--- src/rtl/timekeeper_core_if.sv ---
// Control and time bus between a timekeeper_core and its controller / display path.
// Time words use {hour[23:19], min[18:13], sec[12:7], csec[6:0]}; alarm uses {hour, min, sec}.
interface timekeeper_core_if;
   logic        run;
   logic        down;
   logic        clear;
   logic        load;
   logic [23:0] load_time;
   logic        set_en;
   logic [1:0]  set_field;
   logic        inc;
   logic        dec;
   logic        lap;
   logic        alarm_en;
   logic [16:0] alarm_time;
   logic [23:0] time_out;
   logic [23:0] lap_time;
   logic        lap_valid;
   logic        tick;
   logic        alarm_hit;
   logic        zero_reached;

   modport master (
      output run, down, clear, load, load_time, set_en, set_field, inc, dec, lap,
             alarm_en, alarm_time,
      input  time_out, lap_time, lap_valid, tick, alarm_hit, zero_reached
   );

   modport slave (
      input  run, down, clear, load, load_time, set_en, set_field, inc, dec, lap,
             alarm_en, alarm_time,
      output time_out, lap_time, lap_valid, tick, alarm_hit, zero_reached
   );
endinterface

--- src/rtl/timekeeper_core.sv ---
// Parametrised hour/min/sec/centisecond timekeeper with load, set, countdown, lap and alarm.
// All outputs are registered; the whole carry/borrow chain settles in a single edge.
module timekeeper_core #(
   parameter int CLK_HZ       = 100_000_000,
   parameter int TICK_HZ      = 100,
   parameter int HOUR_MAX     = 24,
   parameter int STOP_AT_ZERO = 1
) (
   input  logic             clk,
   input  logic             reset,
   timekeeper_core_if.slave tk
);
   localparam int              DIV      = CLK_HZ / TICK_HZ;
   localparam int              PW       = (DIV > 1) ? $clog2(DIV) : 1;
   localparam logic [PW-1:0]   PRE_LAST = PW'(DIV - 1);
   localparam logic [6:0]      CSEC_TOP = 7'(TICK_HZ - 1);
   localparam logic [6:0]      SEC_TOP  = 7'd59;
   localparam logic [6:0]      HOUR_TOP = 7'(HOUR_MAX - 1);
   localparam logic            STOP_EN  = (STOP_AT_ZERO != 0);

   function automatic logic [6:0] step_up(input logic [6:0] v, input logic [6:0] top);
      logic [6:0] r;
      if (v >= top) begin
         r = 7'd0;
      end else begin
         r = v + 7'd1;
      end
      return r;
   endfunction

   function automatic logic [6:0] step_dn(input logic [6:0] v, input logic [6:0] top);
      logic [6:0] r;
      if (v == 7'd0) begin
         r = top;
      end else begin
         r = v - 7'd1;
      end
      return r;
   endfunction

   function automatic logic [6:0] clamp_to(input logic [6:0] v, input logic [6:0] top);
      return (v > top) ? top : v;
   endfunction

   function automatic logic [23:0] pack_time(input logic [6:0] h, input logic [6:0] m,
                                             input logic [6:0] s, input logic [6:0] c);
      return {h[4:0], m[5:0], s[5:0], c};
   endfunction

   logic [PW-1:0] presc_r, presc_nxt_s;
   logic [23:0]   time_r, time_nxt_s;
   logic [23:0]   lap_time_r;
   logic          lap_valid_r;
   logic          tick_r, upd_r, zero_pend_r, alarm_hit_r, zero_reached_r;

   logic [6:0]    hour_s, min_s, sec_s, csec_s;
   logic [6:0]    t_h_s, t_m_s, t_s_s, t_c_s;
   logic [6:0]    a_h_s, a_m_s, a_s_s;
   logic [23:0]   tick_time_s, adj_time_s, load_clamped_s;
   logic          tick_s, tick_fire_s, upd_s, freeze_s, set_act_s;
   logic          cur_zero_s, next_zero_s, alarm_match_s;

   assign hour_s = {2'b00, time_r[23:19]};
   assign min_s  = {1'b0, time_r[18:13]};
   assign sec_s  = {1'b0, time_r[12:7]};
   assign csec_s = time_r[6:0];

   assign tick_s      = tk.run & ~tk.set_en & (presc_r == PRE_LAST);
   assign tick_fire_s = tick_s & ~tk.clear & ~tk.load;
   assign cur_zero_s  = (time_r == 24'd0);
   assign freeze_s    = STOP_EN & tk.down & cur_zero_s;
   assign upd_s       = tick_fire_s & ~freeze_s;
   assign set_act_s   = tk.set_en & (tk.inc ^ tk.dec) & (tk.set_field != 2'd0);

   // Tick successor: full carry (up) or borrow (down) ripple across all fields.
   always_comb begin
      t_h_s = hour_s;
      t_m_s = min_s;
      t_s_s = sec_s;
      t_c_s = csec_s;
      if (tk.down) begin
         t_c_s = step_dn(csec_s, CSEC_TOP);
         if (csec_s == 7'd0) begin
            t_s_s = step_dn(sec_s, SEC_TOP);
            if (sec_s == 7'd0) begin
               t_m_s = step_dn(min_s, SEC_TOP);
               if (min_s == 7'd0) begin
                  t_h_s = step_dn(hour_s, HOUR_TOP);
               end else begin
                  t_h_s = hour_s;
               end
            end else begin
               t_m_s = min_s;
            end
         end else begin
            t_s_s = sec_s;
         end
      end else begin
         t_c_s = step_up(csec_s, CSEC_TOP);
         if (csec_s >= CSEC_TOP) begin
            t_s_s = step_up(sec_s, SEC_TOP);
            if (sec_s >= SEC_TOP) begin
               t_m_s = step_up(min_s, SEC_TOP);
               if (min_s >= SEC_TOP) begin
                  t_h_s = step_up(hour_s, HOUR_TOP);
               end else begin
                  t_h_s = hour_s;
               end
            end else begin
               t_m_s = min_s;
            end
         end else begin
            t_s_s = sec_s;
         end
      end
   end

   assign tick_time_s = pack_time(t_h_s, t_m_s, t_s_s, t_c_s);
   assign next_zero_s = (tick_time_s == 24'd0);

   // Set-mode adjust: selected field only, wraps within its own range, csec untouched.
   always_comb begin
      a_h_s = hour_s;
      a_m_s = min_s;
      a_s_s = sec_s;
      case (tk.set_field)
         2'd1: a_s_s = tk.inc ? step_up(sec_s, SEC_TOP)   : step_dn(sec_s, SEC_TOP);
         2'd2: a_m_s = tk.inc ? step_up(min_s, SEC_TOP)   : step_dn(min_s, SEC_TOP);
         2'd3: a_h_s = tk.inc ? step_up(hour_s, HOUR_TOP) : step_dn(hour_s, HOUR_TOP);
         default: a_s_s = sec_s;
      endcase
   end

   assign adj_time_s     = pack_time(a_h_s, a_m_s, a_s_s, csec_s);
   assign load_clamped_s = pack_time(clamp_to({2'b00, tk.load_time[23:19]}, HOUR_TOP),
                                     clamp_to({1'b0, tk.load_time[18:13]}, SEC_TOP),
                                     clamp_to({1'b0, tk.load_time[12:7]}, SEC_TOP),
                                     clamp_to(tk.load_time[6:0], CSEC_TOP));
   assign alarm_match_s  = (time_r[23:7] == tk.alarm_time) & (csec_s == 7'd0);

   // Next time value by priority clear > load > set adjust > tick.
   always_comb begin
      time_nxt_s = time_r;
      if (tk.clear) begin
         time_nxt_s = 24'd0;
      end else if (tk.load) begin
         time_nxt_s = load_clamped_s;
      end else if (set_act_s) begin
         time_nxt_s = adj_time_s;
      end else if (upd_s) begin
         time_nxt_s = tick_time_s;
      end else begin
         time_nxt_s = time_r;
      end
   end

   // Prescaler: restarts on clear/load, holds when stopped or in set mode.
   always_comb begin
      presc_nxt_s = presc_r;
      if (tk.clear || tk.load) begin
         presc_nxt_s = '0;
      end else if (tk.run && !tk.set_en) begin
         presc_nxt_s = (presc_r == PRE_LAST) ? '0 : presc_r + PW'(1);
      end else begin
         presc_nxt_s = presc_r;
      end
   end

   // State and output registers; event pulses trail their tick update by one cycle.
   always_ff @(posedge clk or posedge reset) begin
      if (reset) begin
         presc_r        <= '0;
         time_r         <= 24'd0;
         lap_time_r     <= 24'd0;
         lap_valid_r    <= 1'b0;
         tick_r         <= 1'b0;
         upd_r          <= 1'b0;
         zero_pend_r    <= 1'b0;
         alarm_hit_r    <= 1'b0;
         zero_reached_r <= 1'b0;
      end else begin
         presc_r <= presc_nxt_s;
         time_r  <= time_nxt_s;
         if (tk.clear) begin
            lap_time_r     <= 24'd0;
            lap_valid_r    <= 1'b0;
            tick_r         <= 1'b0;
            upd_r          <= 1'b0;
            zero_pend_r    <= 1'b0;
            alarm_hit_r    <= 1'b0;
            zero_reached_r <= 1'b0;
         end else begin
            if (tk.lap) begin
               lap_time_r  <= time_r;
               lap_valid_r <= 1'b1;
            end
            tick_r         <= tick_fire_s;
            upd_r          <= upd_s;
            zero_pend_r    <= upd_s & STOP_EN & tk.down & ~cur_zero_s & next_zero_s;
            alarm_hit_r    <= upd_r & tk.alarm_en & alarm_match_s;
            zero_reached_r <= zero_pend_r;
         end
      end
   end

   assign tk.time_out     = time_r;
   assign tk.lap_time     = lap_time_r;
   assign tk.lap_valid    = lap_valid_r;
   assign tk.tick         = tick_r;
   assign tk.alarm_hit    = alarm_hit_r;
   assign tk.zero_reached = zero_reached_r;
endmodule

--- src/flat_wrapper.sv ---
// flat-port wrapper written by rule: the top's interface ports become plain ports
module timekeeper_core_flat 
#(
   parameter int CLK_HZ       = 100_000_000,
   parameter int TICK_HZ      = 100,
   parameter int HOUR_MAX     = 24,
   parameter int STOP_AT_ZERO = 1
)
  (clk, reset, tk_run, tk_down, tk_clear, tk_load, tk_load_time, tk_set_en, tk_set_field, tk_inc, tk_dec, tk_lap, tk_alarm_en, tk_alarm_time, tk_time_out, tk_lap_time, tk_lap_valid, tk_tick, tk_alarm_hit, tk_zero_reached);
  timekeeper_core_if tk_i ();
  input  logic clk;
  input  logic reset;
  input wire logic [$bits(tk_i.run)-1:0] tk_run;
  input wire logic [$bits(tk_i.down)-1:0] tk_down;
  input wire logic [$bits(tk_i.clear)-1:0] tk_clear;
  input wire logic [$bits(tk_i.load)-1:0] tk_load;
  input wire logic [$bits(tk_i.load_time)-1:0] tk_load_time;
  input wire logic [$bits(tk_i.set_en)-1:0] tk_set_en;
  input wire logic [$bits(tk_i.set_field)-1:0] tk_set_field;
  input wire logic [$bits(tk_i.inc)-1:0] tk_inc;
  input wire logic [$bits(tk_i.dec)-1:0] tk_dec;
  input wire logic [$bits(tk_i.lap)-1:0] tk_lap;
  input wire logic [$bits(tk_i.alarm_en)-1:0] tk_alarm_en;
  input wire logic [$bits(tk_i.alarm_time)-1:0] tk_alarm_time;
  output wire logic [$bits(tk_i.time_out)-1:0] tk_time_out;
  output wire logic [$bits(tk_i.lap_time)-1:0] tk_lap_time;
  output wire logic [$bits(tk_i.lap_valid)-1:0] tk_lap_valid;
  output wire logic [$bits(tk_i.tick)-1:0] tk_tick;
  output wire logic [$bits(tk_i.alarm_hit)-1:0] tk_alarm_hit;
  output wire logic [$bits(tk_i.zero_reached)-1:0] tk_zero_reached;
  assign tk_i.run = tk_run;
  assign tk_i.down = tk_down;
  assign tk_i.clear = tk_clear;
  assign tk_i.load = tk_load;
  assign tk_i.load_time = tk_load_time;
  assign tk_i.set_en = tk_set_en;
  assign tk_i.set_field = tk_set_field;
  assign tk_i.inc = tk_inc;
  assign tk_i.dec = tk_dec;
  assign tk_i.lap = tk_lap;
  assign tk_i.alarm_en = tk_alarm_en;
  assign tk_i.alarm_time = tk_alarm_time;
  assign tk_time_out = tk_i.time_out;
  assign tk_lap_time = tk_i.lap_time;
  assign tk_lap_valid = tk_i.lap_valid;
  assign tk_tick = tk_i.tick;
  assign tk_alarm_hit = tk_i.alarm_hit;
  assign tk_zero_reached = tk_i.zero_reached;
  timekeeper_core #(.CLK_HZ(CLK_HZ), .TICK_HZ(TICK_HZ), .HOUR_MAX(HOUR_MAX), .STOP_AT_ZERO(STOP_AT_ZERO)) u_core (.clk(clk), .reset(reset), .tk(tk_i));
endmodule
--- config.mk ---
export PLATFORM = sky130hd
export DESIGN_NAME = timekeeper_core_flat
export DESIGN_NICKNAME = d
export VERILOG_FILES = /design/src/rtl/timekeeper_core_if.sv /design/src/rtl/timekeeper_core.sv /design/src/flat_wrapper.sv
export SDC_FILE = /design/constraint.sdc
export NUM_CORES = 1
export LEC_CHECK = 0
export BUFFER_PORTS_ARGS = -buffer_cell sky130_fd_sc_hd__buf_2
export CAP_MARGIN = 20
export CORE_MARGIN = 3
export CORE_UTILIZATION = 63
export CTS_BUF_LIST = sky130_fd_sc_hd__clkbuf_8
export DETAILED_ROUTE_END_ITERATION = 8
export GPL_TIMING_DRIVEN = 0
export PLACE_DENSITY = 0.9
export RECOVER_POWER = 50
export SLEW_MARGIN = 25
export SYNTH_ARGS = -nofsm -noshare
export SYNTH_HDL_FRONTEND = slang
export SYNTH_SLANG_ARGS = --single-unit
--- constraint.sdc ---
create_clock -name clk -period 5.8 [get_ports clk]
set_input_delay 1.16 -clock clk [delete_from_list [all_inputs] [get_ports clk]]
set_output_delay 1.16 -clock clk [all_outputs]
set_load 0.01 [all_outputs]
# Word level (Yosys, flattened, before mapping)
# Index checks and enable logic that the tools add are counted.
[totals]
n_memories = 0
mem_bits_rw = 0
mem_bits_ro = 0
output_inout_bits = 52
reg_bits = 74
word_cells = 126
latchBits = 0
[op_classes]
mux = 50
multipliers = 0
n_bitwise = 20
eq_ne = 9
shifts = 0
n_div = 0
n_reduce_logical = 18
n_addsub = 9
order_cmp = 8
[op_table]
columns = ["op", "count"]
rows = [
  ["two-way mux 24 bit", 6],
  ["two-way mux 6 bit", 18],
  ["two-way mux 20 bit", 3],
  ["two-way mux 5 bit", 12],
  ["logical NOT 24 bit", 2],
  ["logical NOT 7 bit", 4],
  ["two-way mux 7 bit", 4],
  ["adder 20 x 1 -> 20 bit (second input constant)", 1],
  ["== test 20 bit (second input constant)", 1],
  ["== test 17 bit", 1],
  ["AND 1 bit", 14],
  ["adder 6 x 1 -> 6 bit (second input constant)", 2],
  [">= comparator 6 bit (second input constant)", 2],
  ["> comparator 6 bit (second input constant)", 2],
  ["inequality test 4 bit (second input constant)", 3],
  ["subtractor 6 x 1 -> 6 bit (second input constant)", 2],
  ["AND reduction 2 bit", 4],
  ["adder 7 x 1 -> 7 bit (second input constant)", 1],
  [">= comparator 7 bit (second input constant)", 1],
  ["> comparator 7 bit (second input constant)", 1],
  ["two-way mux 1 bit", 7],
  ["subtractor 7 x 1 -> 7 bit (second input constant)", 1],
  ["nonzero test 2 bit", 3],
  ["adder 5 x 1 -> 5 bit (second input constant)", 1],
  ["other kinds (13)", 18],
]

# Logic depth before layout (Yosys ltp)
[depth]
ltp_word = 10
depth_mapped = 10
mapped_depth_nobuf = 9

# Least setup slack after synthesis
# Ideal clock, no wire load.
[synth_path]
path_type = "input port to flip-flop"
startpoint = "input port tk_down"
endpoint = "register u_core.time_r[20] (netlist: u_core.tk.time_out[20])"
n_path_buf = 2
stages = 9
required_time_ns = 5.679
setup_slack_ns = 2.634
setup_ns = 0.121
t_arrival_ns = 3.045
cell_sequence = "buf_2 and4bb_2 nand2_4 or3_4 and2_1 buf_6 a311oi_4 nor3_1 a22o_1"
[synth_via]
elab_chain_cells = 5
elab_cells_between_ends = 10
cone_classes = "5 x mux; 3 x bitwise; 2 x reduce/logical"
[synth_rtl]
columns = ["item", "line_no", "rtl"]
rows = [
  ["from (decl)", "flat_wrapper.sv:14", "input wire logic [$bits(tk_i.down)-1:0] tk_down;"],
  ["two-way mux 5 bit / AND 1 bit (equally long branches)", "timekeeper_core.sv:81, timekeeper_core.sv:71", ""],
  ["two-way mux 24 bit / inverter 1 bit (equally long branches)", "timekeeper_core.sv:150, timekeeper_core.sv:72", ""],
  ["two-way mux 24 bit / AND 1 bit (equally long branches)", "timekeeper_core.sv:148, timekeeper_core.sv:72", ""],
  ["two-way mux 24 bit / nonzero test 4 bit (equally long branches)", "-", ""],
  ["two-way mux 24 bit / AND reduction 2 bit (equally long branches)", "-", ""],
  ["to (signal assigned)", "timekeeper_core.sv:183", "time_r <= time_nxt_s;"],
  ["to (decl)", "timekeeper_core.sv:51", "logic [23:0] time_r, time_nxt_s;"],
]
# Several ways; a longest one is shown, not always the timed one. The select of a mux whose other input is x is not followed.
# A chain may end at the register's enable or synchronous reset.

==> run metrics <==
drt wl/cell=20.3 um; area of the mapped netlist=5740 um2; fin area=6550 um2; Fin. Hold Viols=0; count of input and output buffers=101; Routed Antenna Nets=0; critical path data required time=5.74 ns; startpoint types=input port; maxcap violations=1; violated checks=max-capacitance violations, max-slew violations; critical setup path kind=in -> async; Tot GR Track Use=0.371; drt first-iter violations=612; max-slew violations=49; sequential share of the synthesized area=0.323; Async SR Flop Fraction=1.00; Top Usage Layer GRT=met2; register area=1850 um2; synthesized netlist cell count=708; vias per cell=6.66; global route overflow=0; DRC viols=0; Max VDD drop=0.000190 V; Worst Setup SP=reset; hpwl dp=14200 um; ANT cells=0; Filler cells=679; unrepaired setup endpoints after global routing=no; Critical Path End=u_core.tk.lap_time[19]; kind of end point of the critical path=async pin; Core Rows=34; Top FF cell, synth=dfrtp_1; post-CTS sizing=0; DRT Pass-1 Iters=8; Max Fclk=253 MHz; share of cells above drive strength 1=0.152; Synth Net Count=772; met3 GRT Util=0.0916; P_leak=0.00287 uW; synthesized flop and latch total=74; crit path cell chain=buf_2, clkinvlp_2, clkbuf_1; Crit Reg-Reg Startpoint=u_core.tk.time_out[0]; H-Tree Depth=3; status=finished with violations; Worst Max-Slew Pin Slew=2.51 ns; Tcrit/Tclk final=0.681; CTS tree=done; Max Buffers Root-to-Sink=2; via count=6211; die span in y=101 um; M1 GR Usage=0.510; Final TNS setup=0 ns; Area Overhead vs Synth=14.2%; worst r2r dst=u_core.tk.time_out[10]; placed cell areas=6410 um2; Stages on worst setup path=3; Post-synth EDFFs=0; Worst path top cell family by delay=buffers and inverters; Layout Nets=885; die area=10300 um2; min cycle time layout=3.95 ns; skew final=0.0114 ns; Core Box Area=8810 um2; initial core utilization=0.652; Util after Layout=0.744; multi-input logic area=3550 um2; CP bufs+invs=3; YS warnings=0; R2R cell count=10; antenna violations before repair=0; slowest stage delay, CP=1.85 ns; clk slew on worst S/H paths=0.09 ns; gpl congestion=0.996; crit path DAT=3.89 ns; largest net degree at the start of global routing=49; hold-fix buffer count after cts=0; critical path peak fanout=48; met2 Usage GRT=0.572; first-pass GRT wire length=30200 um; IO Count=106; setup bufs post-CTS=0; CP max-delay cell=clkbuf_1; die width=101 um; post-synthesis cell type count=73; Slew Limit Headroom=-0.675; power per cell area=233 nW/um2; Clock Latency Late Sink=0.36 ns; Routed WL=19000 um; root cell of the clock tree=clkbuf_8; syn avg cell area=8.11 um2; CTS sink cnt=74; final setup vio count=0; register-to-register setup slack=2.59 ns; Num CTS Buffers=9; Hold Crit Class=reg -> reg; number of global-route vias before repair=5783
==> per-layer routing <==
metal  vias to the layer above  part of all wire
li1                       2822                 -
met1                      2926              0.41
met2                       412              0.46
met3                        51              0.10
met4                         0             0.027
met5                         -                 0
==> power by group <==
group | leakage [uW] | internal (uW) | switching (uW)
registers | 0.00100 | 542 | 28.1
clock network | 0.000101 | 238 | 206
logic | 0.00177 | 186 | 331
total | 0.00287 | 966 | 564
==> final cells by class <==
cell class	count	share of cell area
multi-input combinational	560	0.542
sequential	74	0.283
timing repair buffer	102	0.0729
buffer	55	0.0399
tap	108	0.0206
clock buffer	9	0.0189
clock inverter	5	0.0124
inverter	19	0.0111
==> state kept, by name (all words and copies together) (netlist names) <==
register and count:
u_core.tk.alarm_hit 1, u_core.upd_r 1, u_core.tk.lap_time 24, u_core.tk.tick 1, u_core.zero_pend_r 1, u_core.presc_r 20, u_core.tk.zero_reached 1, u_core.tk.lap_valid 1
u_core.tk.time_out 24
==> metrics by stage <==
stage	total power, uW	worst slack, ns	instances	hold WS, ns
final	1530	1.85	932	0.473
after global routing	1600	1.34	932	0.512
after CTS	1520	2.51	932	0.476
after detailed placement	1080	2.16	918	0.457
after global placement	1070	1.97	917	0.451
after floorplan	921	2.63	708	0.439
==> synth_stat cells (5+ instances only) <==
library cell	number	area, um2
a22o_1	8	70.1
a21oi_1	29	145
ha_1	10	125
a221oi_1	7	61.3
xnor2_1	22	193
or3_1	6	37.5
buf_2	8	40.0
nor3_1	28	140
clkbuf_1	37	139
xor2_1	18	158
a211oi_1	12	90.1
and2_1	6	37.5
buf_6	5	56.3
a221o_1	5	50.1
nand2b_1	6	37.5
and3_1	12	75.1
nor2b_1	6	37.5
o41ai_1	11	96.3
o31ai_1	9	67.6
nand4_1	14	87.6
nand3_1	27	135
mux2i_1	27	270
a31oi_1	8	50.1
nor2_1	89	334
dfrtp_1	74	1850
inv_1	17	63.8
or2_2	6	37.5
o21ai_0	45	225
nand2_1	67	251
nor4_1	9	56.3
==> worst min-delay path by stage <==
stage	startpoint	cells after the start	endpoint	slack, ns
after floorplan	u_core.zero_pend_r	1	u_core.tk.zero_reached	0.44
after global placement	u_core.zero_pend_r	1	u_core.tk.zero_reached	0.45
after detailed placement	u_core.zero_pend_r	1	u_core.tk.zero_reached	0.46
after CTS	u_core.zero_pend_r	1	u_core.tk.zero_reached	0.48
after global routing	u_core.zero_pend_r	1	u_core.tk.zero_reached	0.51
final	u_core.zero_pend_r	1	u_core.tk.zero_reached	0.47
==> layout by cell type (no fill, tap or decap), drive strengths merged, types with 14 or more instances in the layout <==
master	n
nand2	68
nor2	89
nand3	27
buf	94
o21ai	46
mux2i	27
xor2	18
nor3	33
xnor2	22
a21oi	29
nand4	14
inv	16
dfrtp	74
clkbuf	72
==> cells by family (layout without fill, tap and decap cells) <==
family,count (synthesis),count (layout),share of synthesized area
adders and majority gates,10,10,0.0218
DFF,74,74,0.323
and+or+nand+nor,300,300,0.265
buffers and inverters,74,190,0.0580
muxes,27,27,0.0471
AOI/OAI and AO/OA,183,183,0.225
xor gates and xnor gates,40,40,0.0610
==> worst register-to-register path: stages (launching register included) <==
cell and delay, ns:
dfrtp_1 0.48, inv_1 0.17, ha_1 0.23, and4bb_2 0.32, nand2_4 0.10, or3_4 0.40, a21oi_1 0.58, a22o_1 0.37
buf_2 0.26, nand2_1 0.08, o41ai_1 0.10
Power figures use the tool's default switching activity.
